$ cat src/rtl/fpio_fifo_pkg.sv
// Shared types and helpers for the fpio FIFO family.
package fpio_fifo_pkg;

  typedef struct packed {
    logic ovf;
    logic udf;
  } fpio_fifo_err_t;

  function automatic int fpio_fifo_depth(input int bits);
    return 1 << bits;
  endfunction

endpackage

$ cat src/rtl/fpio_fifo_mem.sv
// Simple dual-port storage: synchronous write, registered read with read enable.
// The read register resets to zero and holds its value while re is low.
module fpio_fifo_mem #(
  parameter int ADDR_BITS  = 4,
  parameter int DATA_WIDTH = 32
) (
  input  logic                  clk,
  input  logic                  rstn,
  input  logic                  we,
  input  logic [ADDR_BITS-1:0]  waddr,
  input  logic [DATA_WIDTH-1:0] wdata,
  input  logic                  re,
  input  logic [ADDR_BITS-1:0]  raddr,
  output logic [DATA_WIDTH-1:0] rdata
);

  logic [DATA_WIDTH-1:0] mem_q [2**ADDR_BITS];
  logic [DATA_WIDTH-1:0] rdata_q;

  always_ff @(posedge clk) begin
    if (we) mem_q[waddr] <= wdata;
  end

  always_ff @(posedge clk or negedge rstn) begin
    if (!rstn)   rdata_q <= '0;
    else if (re) rdata_q <= mem_q[raddr];
  end

  assign rdata = rdata_q;

endmodule

$ cat src/rtl/fpio_fifo_wm.sv
// Single-clock fpio FIFO with full/empty protection, sticky errors, flush and
// optional watermarks (enabled by defining FPIO_FIFO_WATERMARK_EN).
module fpio_fifo_wm
  import fpio_fifo_pkg::*;
#(
  parameter int FIFO_BITS  = 4,
  parameter int DATA_WIDTH = 32
) (
  input  logic                  clk,
  input  logic                  rstn,
  input  logic                  in_data_en,
  input  logic [DATA_WIDTH-1:0] in_data,
  output logic                  in_data_ack,
  output logic [FIFO_BITS:0]    in_avail,
  input  logic                  out_data_en,
  output logic [DATA_WIDTH-1:0] out_data,
  output logic                  out_data_ack,
  output logic [FIFO_BITS:0]    out_avail,
  input  logic                  flush,
  input  logic                  err_clr,
  output logic                  ovf,
  output logic                  udf
`ifdef FPIO_FIFO_WATERMARK_EN
  ,
  input  logic [FIFO_BITS:0]    cfg_wm_hi,
  input  logic [FIFO_BITS:0]    cfg_wm_lo,
  output logic                  wm_hi,
  output logic                  wm_lo
`endif
);

  localparam int                 DEPTH   = fpio_fifo_depth(FIFO_BITS);
  localparam logic [FIFO_BITS:0] DEPTH_C = DEPTH[FIFO_BITS:0];
  localparam logic [FIFO_BITS:0] CNT_ONE = 1;
  localparam logic [FIFO_BITS-1:0] PTR_ONE = 1;

  // Handshake: a request on *_data_en is sampled at a posedge against the
  // registered count; if accepted, the matching *_ack is high for exactly
  // the following cycle. Rejected requests never ack; flush suppresses both.
  logic [FIFO_BITS-1:0] wr_ptr_q, wr_ptr_d;
  logic [FIFO_BITS-1:0] rd_ptr_q, rd_ptr_d;
  logic [FIFO_BITS:0]   count_q, count_d;
  logic                 in_ack_q, out_ack_q;
  fpio_fifo_err_t       err_q, err_d;

  logic push_req, pop_req, push_ok, pop_ok;

  assign push_req = in_data_en  & ~flush;
  assign pop_req  = out_data_en & ~flush;
  assign push_ok  = push_req && (count_q != DEPTH_C);
  assign pop_ok   = pop_req  && (count_q != '0);

  always_comb begin
    wr_ptr_d = wr_ptr_q;
    rd_ptr_d = rd_ptr_q;
    count_d  = count_q;
    if (flush) begin
      wr_ptr_d = '0;
      rd_ptr_d = '0;
      count_d  = '0;
    end else begin
      if (push_ok) wr_ptr_d = wr_ptr_q + PTR_ONE;
      if (pop_ok)  rd_ptr_d = rd_ptr_q + PTR_ONE;
      if (push_ok && !pop_ok)      count_d = count_q + CNT_ONE;
      else if (pop_ok && !push_ok) count_d = count_q - CNT_ONE;
    end
  end

  // A new error event wins over a clear arriving in the same cycle.
  always_comb begin
    err_d = err_q;
    if (err_clr) err_d = '0;
    if (push_req && (count_q == DEPTH_C)) err_d.ovf = 1'b1;
    if (pop_req  && (count_q == '0))      err_d.udf = 1'b1;
  end

  always_ff @(posedge clk or negedge rstn) begin
    if (!rstn) begin
      wr_ptr_q  <= '0;
      rd_ptr_q  <= '0;
      count_q   <= '0;
      in_ack_q  <= 1'b0;
      out_ack_q <= 1'b0;
      err_q     <= '0;
    end else begin
      wr_ptr_q  <= wr_ptr_d;
      rd_ptr_q  <= rd_ptr_d;
      count_q   <= count_d;
      in_ack_q  <= push_ok;
      out_ack_q <= pop_ok;
      err_q     <= err_d;
    end
  end

  fpio_fifo_mem #(
    .ADDR_BITS  (FIFO_BITS),
    .DATA_WIDTH (DATA_WIDTH)
  ) u_mem (
    .clk   (clk),
    .rstn  (rstn),
    .we    (push_ok),
    .waddr (wr_ptr_q),
    .wdata (in_data),
    .re    (pop_ok),
    .raddr (rd_ptr_q),
    .rdata (out_data)
  );

  assign in_data_ack  = in_ack_q;
  assign out_data_ack = out_ack_q;
  assign in_avail     = DEPTH_C - count_q;
  assign out_avail    = count_q;
  assign ovf          = err_q.ovf;
  assign udf          = err_q.udf;

`ifdef FPIO_FIFO_WATERMARK_EN
  // Flags are computed from next-count so they line up with out_avail.
  logic wm_hi_q, wm_lo_q;

  always_ff @(posedge clk or negedge rstn) begin
    if (!rstn) begin
      wm_hi_q <= 1'b0;
      wm_lo_q <= 1'b1;
    end else begin
      wm_hi_q <= (count_d >= cfg_wm_hi);
      wm_lo_q <= (count_d <= cfg_wm_lo);
    end
  end

  assign wm_hi = wm_hi_q;
  assign wm_lo = wm_lo_q;
`endif

endmodule

$ cat config.mk
export PLATFORM = sky130hd
export DESIGN_NAME = fpio_fifo_wm
export DESIGN_NICKNAME = d
export VERILOG_FILES = /design/src/rtl/fpio_fifo_pkg.sv /design/src/rtl/fpio_fifo_mem.sv /design/src/rtl/fpio_fifo_wm.sv
export SDC_FILE = /design/constraint.sdc
export NUM_CORES = 1
export LEC_CHECK = 0
export ABC_CLOCK_PERIOD_IN_PS = 5400
export BUFFER_PORTS_ARGS = -buffer_cell sky130_fd_sc_hd__buf_4
export CORE_ASPECT_RATIO = 1.5
export CORE_MARGIN = 2
export CORE_UTILIZATION = 50
export CTS_BUF_LIST = sky130_fd_sc_hd__clkbuf_4 sky130_fd_sc_hd__clkbuf_8 sky130_fd_sc_hd__clkbuf_16
export DETAILED_ROUTE_END_ITERATION = 8
export PLACE_DENSITY_LB_ADDON = 0.12
export SLEW_MARGIN = 20
export SYNTH_ARGS = -nofsm -noshare
export SYNTH_HDL_FRONTEND = slang
export SYNTH_SLANG_ARGS = --single-unit
$ cat constraint.sdc
create_clock -name clk -period 5.4 [get_ports clk]
set_input_delay 0.27 -clock clk [delete_from_list [all_inputs] [get_ports clk]]
set_output_delay 0.27 -clock clk [all_outputs]
set_load 0.03 [all_outputs]
==> flow_summary.toml <==
[sta]
hold_violations = 0
post-route-min-period_ps = 3590
period_share = 0.664
drv_slew = 0
max_freq_mhz = 279
slew_headroom = 0.284
fin_setup_tns_ps = 0
setup_viol = 0
clock_skew_ps = 14.4
timing.hold.ws_ps = 33.9
rsz0062_at_grt = "false"
tightestPinTransition_ps = 1070

[logic_synthesis]
syn_area_per_cell_um2 = 21.3
syn_inst = 1006
synth_ff_type = "edfxtp_1"
synth_edf_count = 512
synth_nets = 1057
synth_top_area_share = 0.717
synth_area_leaders = "edfxtp_1 (72%), mux4_2 (13%), dfrtp_1 (5.7%)"
yosysTopAreaCell = "edfxtp_1"
ys_types = 37
ys_seq_elements = 561
synth_async_sr_flop_share = 0.0873
synth_area_mm2 = 0.0215
ys_seq_area_frac = 0.774
ys_warn_count = 0

[finish]
nFillCells = 3207
nets = 1194
antenna_cells = 0
ff_latch_area_mm2 = 0.0166
final_core_util = 0.579
area_growth_pct = 15.2
drive_gt1_frac = 0.286
stdcell_count = 1756
layout_common_cells = "edfxtp_1 (512), mux4_2 (128), buf_4 (102)"
layout_commonest_cell = "edfxtp_1"
multi_input_area_mm2 = 0.00454

[setup_path]
endpoint = "out_avail[4]"
worstReg2RegStart = "out_avail[0]"
critPathTopFamily = "simple AND/OR/NAND/NOR gates"
crit_start = "out_avail[0]"
cp-start-kind = "register"
path_class = "register to register"
crit_path_top_delay_cell = "nor3b_2"
critPathArrivalTime_ps = 4040
r2r_cells = 12
crit_chain = "inv_1 > ha_1 > nor3b_1 > ha_1 > nor3b_2 > nand2b_1 > fa_1 > a21o_1 > a21oi_1 > mux2_2 > mux2i_1 > o21ai_0"
worstPathMaxFanout = 8
cp_data_required_time_ps = 5850
cp.depth = 12
crit_buf_inv = 1
regToRegEndpoint = "out_avail[4]"
reg2reg_slack_ps = 1810
path_common_cell = "ha_1"
cpPeakStageDelay_ps = 540
critPathCaptureType = "register"

[grt]
grt_max_degree = 57
grt-ovfl-total = 0
grt.total_usage = 0.203
antenna_found_initial = 0
grt_pass1_wl_um = 67100
grt_pass1_vias = 10749

[power]
pwr_density_cell_mw_per_mm2 = 456
ir_worst_vdd_uv = 251
finalPower_uw = 11300
p_leak_uw = 0.00800

[min_path]
hold_class = "input port to register"
min-delay-start = "in_data[31]"

[floorplanning]
die_height_um = 258
rows = 93
initial_core_util = 0.502
ios = 84
die_w_um = 173
core_area_mm2 = 0.0427
dieArea_mm2 = 0.0446

[clock_tree]
h-tree-depth = 2
clk_pin_slew_ps = 60
post_cts_buffers = 0
hold_buffers = 34
clock_sinks = 561
cts.path.max_buffers = 3
cts_tree = "built"
worst_skew_pair.late_latency_ps = 580
cts_buffers = 51
cts_root_buffer = "clkbuf_16"
cts_resized = 0

[run]
maxCapViolations = 0

[route]
ant_nets = 0
drt_iter0_markers = 801
vias = 10073
avgRoutedWirePerCell_um = 25.2
drcViolationCount = 0
drtPass1Iterations = 5
wl_um = 44300
vias_per_cell = 5.74

[status]
status = "completed"

[place]
gp_congestion = 0.722
dp_hpwl_um = 24200
io_buffers = 83
dpl.cell_count = 1626
==> cells in the mapped netlist (all sizes together), types with 8 or more instances <==
| cell type | n |
|---|---|
| nor2b | 36 |
| dfrtp | 49 |
| a211oi | 33 |
| o22ai | 33 |
| and2 | 16 |
| nor3 | 33 |
| nor2 | 45 |
| mux4 | 128 |
| buf | 32 |
| clkbuf | 23 |
| ha | 12 |
| edfxtp | 512 |
| inv | 8 |
==> logic make-up after synthesis <==
logic type,after synthesis,synth area share
compound gates,72,0.0228
mux,134,0.137
xor+xnor,12,0.00490
buf+inv,63,0.0162
fa+ha+maj,13,0.00793
flops,561,0.774
simple gates,151,0.0373
==> power by group <==
| group | internal, uW | switching [uW] | total [uW] | leakage [uW] |
|---|---|---|---|---|
| Combinational | 1230 | 1250 | 2480 | 0.00199 |
| Sequential | 4960 | 280 | 5240 | 0.00519 |
| Clock | 2030 | 1530 | 3560 | 0.000831 |
==> metrics by stage <==
stage	area (um^2)	worst slack [ps]
after floorplan	21500	1990
after global placement	22700	1910
after detailed placement	22700	1840
after CTS	24700	1830
after global routing	24700	1600
final	24700	1810
==> flip-flops by register name (all words and copies together), names as in the netlist <==
register      cells
rd_ptr_q          4
out_avail         5
udf               1
ovf               1
in_data_ack       1
u_mem.rdata      32
out_data_ack      1
wr_ptr_q          4
u_mem.mem_q     512
==> metal layers <==
metal  part of all wire  global-route usage  wire, um
met1               0.40               0.260     17800
met2               0.54               0.364     23700
met3              0.037              0.0253      1650
met4              0.026              0.0645      1130
met5                  0                   0         0
==> worst min-delay path by stage <==
stage                                endpoint  slack (ps)  cells after the start
after floorplan                   in_data_ack         -30                      0
after global placement        u_mem.rdata[27]         420                      1
after detailed placement      u_mem.rdata[27]         430                      1
after CTS                  u_mem.mem_q[2][24]           3                      1
after global routing       u_mem.mem_q[3][24]          20                      1
final                     u_mem.mem_q[13][31]          30                      1
==> area by class of cell <==
| type | count | share of cell area |
|---|---|---|
| Sequential cell | 561 | 0.672 |
| Multi-Input combinational cell | 382 | 0.184 |
| Clock buffer | 66 | 0.0569 |
| Timing Repair Buffer | 139 | 0.0472 |
| Tap cell | 570 | 0.0289 |
| Clock inverter | 30 | 0.0103 |
| Inverter | 8 | 0.00122 |
Note: power is estimated with default switching activity, not from simulation.
